$ cat config.mk
export PLATFORM = sky130hd
export DESIGN_NAME = read_fmps_link
export DESIGN_NICKNAME = d
export VERILOG_FILES = /design/src/rtl/fmps_link_pkg.sv /design/src/rtl/fmps_cycle_tracker.sv /design/src/rtl/read_fmps_link.sv
export SDC_FILE = /design/constraint.sdc
export NUM_CORES = 1
export LEC_CHECK = 0
export CORE_ASPECT_RATIO = 0.9
export CORE_MARGIN = 4
export CORE_UTILIZATION = 45
export DETAILED_ROUTE_END_ITERATION = 10
export GPL_ROUTABILITY_DRIVEN = 0
export PLACE_DENSITY = 0.67
export REMOVE_ABC_BUFFERS = 1
export SYNTH_ARGS = -nofsm -noshare
export SYNTH_HDL_FRONTEND = slang
export SYNTH_HIERARCHICAL = 1
export SYNTH_SLANG_ARGS = --single-unit
$ cat constraint.sdc
create_clock -name auroraUserClk -period 3.69 [get_ports auroraUserClk]
set_input_delay 0.5535 -clock auroraUserClk [delete_from_list [all_inputs] [get_ports auroraUserClk]]
set_output_delay 0.5535 -clock auroraUserClk [all_outputs]
set_load 0.03 [all_outputs]
$ cat src/rtl/fmps_link_pkg.sv
// fmps_link_pkg: shared status codes, header layout defaults and FSM states for the FMPS link receiver
package fmps_link_pkg;
  localparam logic [1:0] ST_OK = 2'd0, ST_BAD_MAGIC = 2'd1, ST_BAD_LENGTH = 2'd2, ST_DUPLICATE = 2'd3;
  localparam logic [15:0] DEFAULT_MAGIC = 16'hB6CF;
  localparam int DEF_MAGIC_WIDTH = 16, DEF_MAGIC_START_BIT = 16, DEF_INDEX_WIDTH = 5, DEF_INDEX_START_BIT = 10;
  typedef enum logic [1:0] {S_HEADER, S_DATA, S_DISCARD} state_t;
endpackage

$ cat src/rtl/fmps_cycle_tracker.sv
// fmps_cycle_tracker: running index map and good-packet count, snapshotted at each FA boundary
module fmps_cycle_tracker #(
  parameter int INDEX_WIDTH = 5
) (
  input  logic                        clk,
  input  logic                        rst_n,
  input  logic                        clear,
  input  logic                        good,
  input  logic [INDEX_WIDTH-1:0]      index,
  input  logic                        fa,
  output logic [2**INDEX_WIDTH-1:0]   map,
  output logic                        cycle_strobe,
  output logic [2**INDEX_WIDTH-1:0]   cycle_map,
  output logic [INDEX_WIDTH:0]        cycle_count
);
  localparam int MAP = 2**INDEX_WIDTH;
  logic [MAP-1:0] map_next;
  logic [INDEX_WIDTH:0] cnt, cnt_next;
  always_comb begin
    map_next = good ? map | (MAP'(1) << index) : map;
    cnt_next = good && cnt != '1 ? cnt + 1'b1 : cnt;
  end
  // a packet completing on the boundary edge belongs to the closing cycle
  always_ff @(posedge clk or negedge rst_n)
    if (!rst_n) begin
      map <= '0;
      cnt <= '0;
      cycle_strobe <= 1'b0;
      cycle_map <= '0;
      cycle_count <= '0;
    end else begin
      cycle_strobe <= fa && !clear;
      if (clear) begin
        map <= '0;
        cnt <= '0;
      end else if (fa) begin
        cycle_map <= map_next;
        cycle_count <= cnt_next;
        map <= '0;
        cnt <= '0;
      end else begin
        map <= map_next;
        cnt <= cnt_next;
      end
    end
endmodule

$ cat src/rtl/read_fmps_link.sv
// read_fmps_link: FMPS test-link receive stage; checks header magic/length, delivers packets, tracks per-FA-cycle indices
module read_fmps_link
  import fmps_link_pkg::*;
#(
  parameter int MAGIC_WIDTH = DEF_MAGIC_WIDTH,
  parameter int MAGIC_START_BIT = DEF_MAGIC_START_BIT,
  parameter int INDEX_WIDTH = DEF_INDEX_WIDTH,
  parameter int INDEX_START_BIT = DEF_INDEX_START_BIT,
  parameter int NUM_DATA_WORDS = 1,
  parameter logic [MAGIC_WIDTH-1:0] EXPECTED_MAGIC = DEFAULT_MAGIC,
  parameter int ERR_CNT_WIDTH = 16
) (
  input  logic                          auroraUserClk,
  input  logic                          auroraResetN,
  input  logic                          auroraChannelUp,
  input  logic                          auroraFAstrobe,
  input  logic [31:0]                   TDATA,
  input  logic                          TVALID,
  input  logic                          TLAST,
  output logic                          TREADY,
  output logic                          packetStrobe,
  output logic [INDEX_WIDTH-1:0]        packetIndex,
  output logic [32*NUM_DATA_WORDS-1:0]  packetData,
  output logic                          statusStrobe,
  output logic [1:0]                    statusCode,
  output logic                          cycleStrobe,
  output logic [2**INDEX_WIDTH-1:0]     cycleMap,
  output logic [INDEX_WIDTH:0]          cyclePacketCount,
  output logic [ERR_CNT_WIDTH-1:0]      errorCount
);
  localparam int WCW = NUM_DATA_WORDS > 1 ? $clog2(NUM_DATA_WORDS) : 1;
  localparam logic [WCW-1:0] LAST_SLOT = WCW'(NUM_DATA_WORDS - 1);
  state_t state;
  logic [WCW-1:0] wc;
  logic [INDEX_WIDTH-1:0] idx;
  logic [32*NUM_DATA_WORDS-1:0] words, words_next;
  logic [2**INDEX_WIDTH-1:0] map;
  logic acc, magic_ok, last_slot, complete, dup, fire;
  logic [1:0] code;
  always_comb begin
    acc = TVALID && TREADY && auroraChannelUp;
    magic_ok = TDATA[MAGIC_START_BIT +: MAGIC_WIDTH] == EXPECTED_MAGIC;
    last_slot = wc == LAST_SLOT;
    complete = acc && state == S_DATA && TLAST && last_slot;
    dup = map[idx];
    fire = acc && (state == S_HEADER ? !magic_ok || TLAST : state == S_DATA && (TLAST || last_slot));
    code = state == S_HEADER ? (magic_ok ? ST_BAD_LENGTH : ST_BAD_MAGIC) : !complete ? ST_BAD_LENGTH : dup ? ST_DUPLICATE : ST_OK;
    words_next = words;
    words_next[32*int'(wc) +: 32] = TDATA;
  end
  // channel loss drops any partial packet silently; counters and cycle outputs survive
  always_ff @(posedge auroraUserClk or negedge auroraResetN)
    if (!auroraResetN) begin
      state <= S_HEADER;
      wc <= '0;
      idx <= '0;
      words <= '0;
      TREADY <= 1'b0;
      packetStrobe <= 1'b0;
      packetIndex <= '0;
      packetData <= '0;
      statusStrobe <= 1'b0;
      statusCode <= ST_OK;
      errorCount <= '0;
    end else begin
      TREADY <= auroraChannelUp;
      packetStrobe <= complete;
      statusStrobe <= fire;
      if (fire) statusCode <= code;
      if (complete) begin
        packetIndex <= idx;
        packetData <= words_next;
      end
      if (fire && code != ST_OK && errorCount != '1) errorCount <= errorCount + 1'b1;
      if (!auroraChannelUp) state <= S_HEADER;
      else if (acc)
        case (state)
          S_HEADER: begin
            state <= TLAST ? S_HEADER : magic_ok ? S_DATA : S_DISCARD;
            idx <= TDATA[INDEX_START_BIT +: INDEX_WIDTH];
            wc <= '0;
          end
          S_DATA: begin
            words <= words_next;
            wc <= wc + 1'b1;
            state <= TLAST ? S_HEADER : last_slot ? S_DISCARD : S_DATA;
          end
          default: state <= TLAST ? S_HEADER : S_DISCARD;
        endcase
    end
  fmps_cycle_tracker #(.INDEX_WIDTH(INDEX_WIDTH)) u_tracker (
    .clk(auroraUserClk),
    .rst_n(auroraResetN),
    .clear(!auroraChannelUp),
    .good(complete && !dup),
    .index(idx),
    .fa(auroraFAstrobe),
    .map(map),
    .cycle_strobe(cycleStrobe),
    .cycle_map(cycleMap),
    .cycle_count(cyclePacketCount)
  );
endmodule

# Word level (Yosys, flattened, before mapping)

Index checks and enable logic that the tools add are counted.

Register bits: 175
Input bits: 38
Logic and storage cells: 77
Output and inout port bits: 97

$lt $le $gt $ge: 1
Reduce and logical (&&, ||, !) cells: 23
Shift operators: 3
Multiplexer cells: 23
Equality and inequality tests: 5
Bitwise operators: 2
Add/sub/neg operators: 4

Operators with widths:

| cell                                                                      | count |
|---|---|
| 32-bit 2-to-1 mux                                                         | 3 |
| 6-bit negation with 33-bit output                                         | 1 |
| 32-bit by 33-bit variable shift with 32-bit output (first input constant) | 1 |
| 32-bit by 33-bit indexed part select with 32-bit output                   | 1 |
| 32-bit bitwise mux                                                        | 1 |
| 32-bit OR                                                                 | 1 |
| 1-bit by 5-bit << shifter with 32-bit output (first input constant)       | 1 |
| 2-bit 2-to-1 mux                                                          | 11 |
| 6-bit 2-to-1 mux                                                          | 3 |
| 16-bit by 1-bit adder with 16-bit output (second input constant)          | 1 |
| 16-bit == test (second input constant)                                    | 1 |
| 16-bit inequality test (second input constant)                            | 1 |
| 1-bit logical AND                                                         | 12 |
| 3-bit AND reduction                                                       | 3 |
| 6-bit by 1-bit adder with 6-bit output (second input constant)            | 1 |
| 5-bit by 6-bit < comparator with 1-bit output (second input constant)     | 1 |
| 6-bit inequality test (second input constant)                             | 1 |
| 1-bit binary-select mux with 5-bit select                                 | 1 |
| 2-bit one-hot mux with 2 select lines                                     | 1 |
| 2-bit nonzero test                                                        | 2 |
| 2-bit by 1-bit == test with 1-bit output (second input constant)          | 1 |
| 1-bit zero test                                                           | 2 |
| 2-bit zero test                                                           | 1 |
| 1-bit logical OR                                                          | 2 |
| other kinds (6)                                                           | 7 |

# Depth between registers and ports, before layout

Gate-level depths: netlist of the first run.

Word-level depth: 10
Mapped depth: 11
Gate-level depth less buffers: 9

# Cells and area by module

The synthesis of the first run kept the hierarchy.

Modules (own cells, without submodules):

| module             | seq. area each (µm²) | instances | area each (µm²) | cells an instance |
|---|---|---|---|---|
| read_fmps_link     | 2452.4               | 1         | 4444.3          | 385 |
| fmps_cycle_tracker | 1926.8               | 1         | 2942.8          | 281 |

# Worst setup path after synthesis of the first run

No wires, ideal clock.

Path type: register -> register
Start point: register TREADY
End point: register u_tracker.cycle_count[5]
Setup slack: 1165 ps
Data arrival time: 2400 ps
Path buffers: 0
Stages on the path, launching flop included: 9
Library setup time: 124 ps
Clock period less this slack: 2525 ps
Required time: 3566 ps
Cells stage by stage: dfrtp_1 -> nand3_2 -> nor4b_4 -> nand2_2 -> nor2_1 -> nand4_1 -> or4_1 -> o21ai_0 -> o21ai_1

Word-level cells in the longest chain between the ends: 8

RTL lines:

| item                           | RTL line                 | source |
|---|---|---|
| start, declared                | read_fmps_link.sv:20     | `output logic TREADY,` |
| start signal, assigned         | read_fmps_link.sv:66     | `TREADY <= auroraChannelUp;` |
| 1-bit logical AND (2 in a row) | read_fmps_link.sv:41     | `acc = TVALID && TREADY && auroraChannelUp;` |
| 1-bit logical AND (3 in a row) | read_fmps_link.sv:44     | `complete = acc && state == S_DATA && TLAST && last_slot;` |
| 1-bit logical AND              | read_fmps_link.sv:95     | `.good(complete && !dup),` |
| 1-bit logical AND              | fmps_cycle_tracker.sv:21 | `cnt_next = good && cnt != '1 ? cnt + 1'b1 : cnt;` |
| 6-bit 2-to-1 mux               | fmps_cycle_tracker.sv:21 |  |
| end signal, assigned           | fmps_cycle_tracker.sv:38 | `cycle_count <= cnt_next;` |
| end, declared                  | fmps_cycle_tracker.sv:14 | `output logic [INDEX_WIDTH:0] cycle_count` |

Every way passes these cells.
A chain may end at the register's enable or synchronous reset.

# Final worst setup path of the first run

Start point: register idx[0]
End point: register u_tracker.cycle_map[10]

Word-level cells in the longest chain between the ends: 5
Elaborated cells on any way between the ends: 7
Those cells by class: 1 x shift; 3 x mux; 1 x bitwise; 2 x reduce/logical

RTL lines:

| item                                      | RTL line                 | source |
|---|---|---|
| start, declared                           | read_fmps_link.sv:35     | `logic [INDEX_WIDTH-1:0] idx;` |
| start signal, assigned                    | read_fmps_link.sv:80     | `idx <= TDATA[INDEX_START_BIT +: INDEX_WIDTH];` |
| 1-bit binary-select mux with 5-bit select | read_fmps_link.sv:45     | `dup = map[idx];` |
| 1-bit 2-to-1 mux (implied by the code)    | read_fmps_link.sv:45     |  |
| 1-bit zero test                           | read_fmps_link.sv:95     |  |
| 1-bit logical AND                         | read_fmps_link.sv:95     |  |
| 32-bit 2-to-1 mux *                       | fmps_cycle_tracker.sv:20 | `map_next = good ? map \| (MAP'(1) << index) : map;` |
| end signal, assigned                      | fmps_cycle_tracker.sv:37 | `cycle_map <= map_next;` |
| end, declared                             | fmps_cycle_tracker.sv:13 | `output logic [2**INDEX_WIDTH-1:0] cycle_map,` |

Mark *: on every way between the ends. The rest lies on a longest branch, timed or not. The select of a mux whose other input is x is not followed.

==> results of run 1 <==
==> registers in the layout, indices dropped and copies added, names as in the netlist <==
signal and count:
packetData 32, u_tracker/cycle_map 32, u_tracker/map 32, words 32, errorCount 16, u_tracker/cnt 6, u_tracker/cycle_count 6, idx 5
packetIndex 5, state 2, statusCode 2, TREADY 1, packetStrobe 1, statusStrobe 1, u_tracker/cycle_strobe 1, wc 1
==> layout make-up <==
type / instances / share of cell area
Tap cell: 207 / 0.0272
Sequential cell: 175 / 0.460
Timing Repair Buffer: 144 / 0.150
Multi-Input combinational cell: 450 / 0.297
Clock buffer: 26 / 0.0525
Clock inverter: 5 / 0.0108
Inverter: 6 / 0.00237
==> worst max-delay path, delay by kind of cell, from the launching register on <==
kind	cells	cell delay, ns
DFF	1	0.74
AOI/OAI and AO/OA	2	0.34
and+or+nand+nor	7	1.99
==> layer usage <==
metal / part of all wire / vias to the layer above / GRT usage
li1: - / 2550 / -
met3: 0.050 / 23 / 0.0565
met1: 0.44 / 2688 / 0.272
met2: 0.49 / 136 / 0.318
met4: 0.016 / 0 / 0.0576
met5: 0 / - / 0
==> per-stage QoR <==
step            util  cell area, µm²
3_5_place_dp   0.553            8910
2_1_floorplan      -            7220
5_1_grt        0.590            9520
6_report       0.590            9520
3_3_place_gp   0.553            8910
4_1_cts        0.590            9520
==> cells in the mapped netlist, types with 5 or more instances <==
cell	number
clkbuf_1	23
a22oi_1	5
nand3_1	11
xnor2_1	12
nand4_1	10
o21ai_0	73
nor2_1	51
nor3_1	5
nand2_1	104
mux2_2	39
mux2i_1	51
a31oi_1	9
and3_1	8
nand2b_1	5
inv_1	6
dfrtp_1	175
buf_2	6
a21oi_1	30
==> power breakdown <==
| group | switching, mW | internal, mW |
|---|---|---|
| logic | 0.297 | 0.210 |
| clock network | 0.701 | 1.13 |
| registers | 0.0939 | 1.97 |
| total | 1.09 | 3.31 |
==> cells by family after synthesis <==
kind of cell / count (synthesis) / synth area share
simple gates: 218 / 0.141
compound gates: 125 / 0.0910
mux: 90 / 0.129
fa+ha+maj: 2 / 0.00339
flops: 175 / 0.593
xor+xnor: 15 / 0.0178
buf+inv: 41 / 0.0254
==> path summary, 6_finish.rpt <==
check / to / slack [ns] / cells after the start
setup / recovery: u_tracker/cycle_map[10]$_DFFE_PN0P_ / 0.52 / 9
hold / removal: words[2]$_DFFE_PN0P_ / 0.13 / 1
setup reg to reg: u_tracker/cycle_map[10]$_DFFE_PN0P_ / 0.52 / 9
hold reg to reg: u_tracker/cycle_map[7]$_DFFE_PN0P_ / 0.48 / 2
max in group asynchronous: words[10]$_DFFE_PN0P_ / 2.66 / 2
min in group auroraUserClk: u_tracker/cycle_map[7]$_DFFE_PN0P_ / 0.48 / 2
==> impl_metrics.csv, run 1 <==
group,metric,value,unit
status,outcome,"complete, no violations",
sta,max_slew_margin,0.461,
sta,fin_ws,0.524,ns
clock_tree,cts_sinks,175,
worst_setup_path,crit_path_end_kind,"flop",
routing,wl,17500,µm
job,drv_cap,0,
synthesis,yosysWarningCount,6,
power,ir_drop,0.000379,V
worst_setup_path,worstPathArrival,3.50,ns
synthesis,ys_async_sr_fraction,1.00,
clock_tree,cts_buffers,17,
synthesis,yosys.cell_types.count,44,
final_layout,final_nets,834,
routing,vias,5397,
sta,tightest_slew,0.809,ns
sta,finalClockSkew,0.00496,ns
worst_setup_path,critPathLaunchType,"flop",
synthesis,yosys_register_bits,175,
clock_tree,cts_root_buffer,"clkbuf_16",
clock_tree,clock_path_buffers,2,
synthesis,syn-cell-area,7390,µm²
final_layout,diodes,0,
sta,finalCriticalPeriod,3.17,ns
synthesis,ys_seq_area_frac,0.593,
synthesis,syn_inst,666,
final_layout,fin_cells,1013,
routing,antenna_left,0,
global_route,grt.overflow.total,0,
sta,whs,0.132,ns
clock_tree,cts_resized,0,
worst_setup_path,path_cells,"nor2b_1, nand2_1, nand3_1, nand4_1, nor2_1, nand2b_2, nor3b_4, a21oi_1, o21ai_0",
sta,fmax,0.316,GHz
global_route,antenna_found_initial,0,
sta,slew_viol_final,0,
die,fp-row-count,44,
placement,port_buffers,134,
synthesis,synth_area_leaders,"dfrtp_1, mux2i_1, mux2_2, nand2_1, o21ai_0",
worst_setup_path,critical_path.max_stage_delay,0.74,ns
synthesis,synth_edf_count,0,
routing,avgRoutedWirePerCell,17.2,µm
synthesis,ys.flop_type,"dfrtp_1",
clock_tree,clk_pin_slew_worst_paths,0.06,ns
sta,setup_viol,0,
sta,rsz0062_at_grt,"false",
sta,period_share,0.858,
sta,final-hold-violation-count,0,
die,fp.coreArea,16100,µm²
worst_setup_path,startpoint,"idx[0]$_DFFE_PN0P_",
worst_setup_path,crit_fanout,15,
power,power.density,463,nW/µm²
clock_tree,cts_tree,"yes",
power,power.leakage,4.19,nW
routing,drc,0,
die,start_util,0.458,
sta,fin_tns_setup,0,ns
synthesis,synth_top_area_share,0.593,
routing,drtIter0Drc,365,
global_route,grt_max_degree,75,
hold_path,hp-class,"in2async",
final_layout,multiInputGateArea,2820,µm²
final_layout,final_cell_mix,"dfrtp_1, clkdlybuf4s50_1, nand2_1, o21ai_0",
synthesis,avgSynthCellArea,11.1,µm²
die,die_x,143,µm
worst_setup_path,worstPathRequired,4.02,ns
final_layout,seq_area,4380,µm²
global_route,track_usage,0.201,
placement,place_hpwl,12000,µm
placement,dp.cells,982,
final_layout,final_common_cell,"dfrtp_1",
routing,viasPerCell,5.33,
clock_tree,cts_setup_buffers,0,
routing,drt_pass1_iterations,5,
global_route,grt_pass1_wl,29200,µm
clock_tree,cts_hold_buf,0,
worst_setup_path,r2r_start,"idx[0]$_DFFE_PN0P_",
placement,place_ws,0.468,ns
die,die_area,18500,µm²
die,io_pins,135,
synthesis,yosys.area.top_type,"dfrtp_1",
worst_setup_path,worstSetupPathType,"reg2reg",
clock_tree,clk_latency,0.43,ns
die,die_y,130,µm
global_route,grt_pass1_vias,5671,
worst_setup_path,slowest_stage,"dfrtp_1",
clock_tree,cts_max_level,4,
final_layout,fillers,1350,
power,total_power,4.41,mW
final_layout,area_delta_synth_final,28.8,%
final_layout,drive_above_1_share,0.112,
(Power assumes the default switching activity.)
==> run 2: changes to the inputs <==
Settings changed: RECOVER_POWER set to 50, REMOVE_ABC_BUFFERS 1 to not set.
==> run 2 against run 1 <==
Against the previous run: the run now ends with max-capacitance violations, max-slew violations left; clock-buffer cell count fell by 4; fmax rose by 11%; sequential power barely moved; worst setup slack improved by 0.31 ns; clock skew rose by 0.0067 ns; register-to-register slack improved by 0.44 ns; combinational power barely moved; largest power group unchanged.
==> impl_metrics.csv, run 2 (synthesis gave the netlist of run 1 again) <==
group,metric,value,unit
clock_tree,cts_tree,"yes",
worst_setup_path,rr_endpoint,"u_tracker/cycle_count[5]$_DFFE_PN0P_",
die,fp-row-count,44,
global_route,grt_pass1_wl,29400,µm
status,violations,"max-capacitance violations, max-slew violations",
clock_tree,cts_hold_buf,0,
final_layout,area_delta_synth_final,27.8,%
die,start_util,0.458,
clock_tree,cts_resized,0,
global_route,antenna_found_initial,0,
power,p_int,3.17,mW
power,pwr-share-seq,0.481,
global_route,track_usage,0.202,
routing,antenna_left,0,
clock_tree,cts_root_buffer,"clkbuf_16",
routing,drt_pass1_iterations,6,
sta,fin_ws,0.829,ns
global_route,grt_max_degree,103,
routing,drtIter0Drc,352,
clock_tree,cts_max_level,4,
final_layout,fin_util,0.585,
placement,port_buffers,134,
placement,place_ws,0.762,ns
sta,max_slew_margin,-0.711,
clock_tree,cts_sinks,175,
power,clockPowerShare,0.400,
clock_tree,cts_buffers,17,
routing,wl,17500,µm
sta,final-hold-violation-count,0,
final_layout,drive_above_1_share,0.112,
power,netSwitchingPower,1.10,mW
final_layout,final_common_cell,"dfrtp_1",
global_route,grt.overflow.total,0,
worst_setup_path,crit_path_end_kind,"flop",
routing,viasPerCell,5.30,
routing,vias,5369,
power,power.density,452,nW/µm²
clock_tree,cts_setup_buffers,0,
clock_tree,clock_path_buffers,2,
power,power.leakage,4.27,nW
worst_setup_path,r2r_cells,10,
placement,place_hpwl,12000,µm
worst_setup_path,worstPathArrival,3.13,ns
hold_path,min_from,"u_tracker/cycle_map[25]$_DFFE_PN0P_",
power,comb_power_share,0.119,
routing,avgRoutedWirePerCell,17.3,µm
worst_setup_path,crit_fanout,10,
worst_setup_path,worstSetupPathType,"in2reg",
job,drv_cap,1,
sta,tightest_slew,2.57,ns
worst_setup_path,worstPathRequired,3.96,ns
hold_path,hold_depth,2,
sta,fmax,0.350,GHz
routing,drc,0,
worst_setup_path,critPathLaunchType,"input port",
sta,finalCriticalPeriod,2.86,ns
final_layout,final_nets,833,
die,fp.coreArea,16100,µm²
status,outcome,"finished with violations",
die,die_area,18500,µm²
sta,rsz0062_at_grt,"false",
die,io_pins,135,
clock_tree,clk_latency,0.42,ns
worst_setup_path,ff2ff_setup_slack,0.96,ns
die,die_y,130,µm
sta,finalClockSkew,0.0116,ns
sta,setup_viol,0,
power,ir_drop,0.000454,V
die,die_x,143,µm
sta,slew_viol_final,102,
sta,fin_tns_setup,0,ns
hold_path,holdPathEnd,"u_tracker/cycle_map[25]$_DFFE_PN0P_",
power,netSwitchingFraction,0.257,
synthesis,syn_nets,706,
final_layout,diodes,0,
global_route,grt_pass1_vias,5659,
worst_setup_path,r2r_start,"idx[0]$_DFFE_PN0P_",
final_layout,final_cell_mix,"dfrtp_1, nand2_1, clkdlybuf4s50_1, o21ai_0",
sta,period_share,0.775,
clock_tree,clk_pin_slew_worst_paths,0.06,ns
hold_path,hp-class,"reg2reg",
-- run 2: metrics by stage --
step / power, mW / area (µm²) / instances / hold slack, ns
global placement: 2.59 / 8910 / 981 / 0.463
CTS: 4.33 / 9480 / 1013 / 0.283
floorplan: 2.37 / 7390 / 666 / 0.258
global route: 4.46 / 9440 / 1013 / 0.499
detailed placement: 2.61 / 8910 / 981 / 0.469
finish: 4.27 / 9440 / 1013 / 0.470
-- run 2: layout make-up --
| cell class | count | area [µm²] |
|---|---|---|
| fillers | 1340 | 6690 |
| repair buffers | 143 | 1410 |
| inverters | 6 | 22.5 |
| multi-input cells | 450 | 2800 |
| clock buffers | 22 | 484 |
| well taps | 207 | 259 |
| clock inverters | 10 | 86.3 |
| flip-flops and latches | 175 | 4380 |
-- run 2: worst max-delay path, stage by stage --
cell and delay [ns]:
dlygate4sd3_1 0.57, nand3_1 0.16, nor4b_1 0.44, nand2_1 0.30, nor2_1 0.17, buf_4 0.19
nand4_1 0.11, or4_1 0.41, o21ai_0 0.13, o21ai_1 0.10
-- run 2: how the worst max path moves through the flow --
stage                                   from                                   end  slack [ns]  cells after the start
after global routing            auroraResetN                        wc$_DFFE_PN0P_        0.49                      1
after detailed placement              TVALID  u_tracker/cycle_count[5]$_DFFE_PN0P_        0.76                     10
after CTS                 idx[1]$_DFFE_PN0P_  u_tracker/cycle_count[5]$_DFFE_PN0P_        0.99                     11
after global placement                TVALID  u_tracker/cycle_count[5]$_DFFE_PN0P_        0.86                     10
final                        auroraChannelUp  u_tracker/cycle_count[5]$_DFFE_PN0P_        0.83                     10
after floorplan             TREADY$_DFF_PN0_  u_tracker/cycle_count[5]$_DFFE_PN0P_        1.17                      8
-- run 2: layer usage --
metal,global-route usage,part of all wire,up-vias
met5,0,0,-
met4,0.0715,0.015,0
met3,0.0624,0.061,20
met2,0.323,0.50,139
met1,0.264,0.43,2654
li1,-,-,2556
-- run 2: power by group through the flow --
stage | Sequential [mW] | Combinational [mW] | Clock [mW]
final | 2.05 | 0.510 | 1.71
after global routing | 2.07 | 0.557 | 1.83
after CTS | 2.05 | 0.520 | 1.76
after detailed placement | 2.09 | 0.517 | 0
after global placement | 2.09 | 0.506 | 0
after floorplan | 2.12 | 0.253 | 0
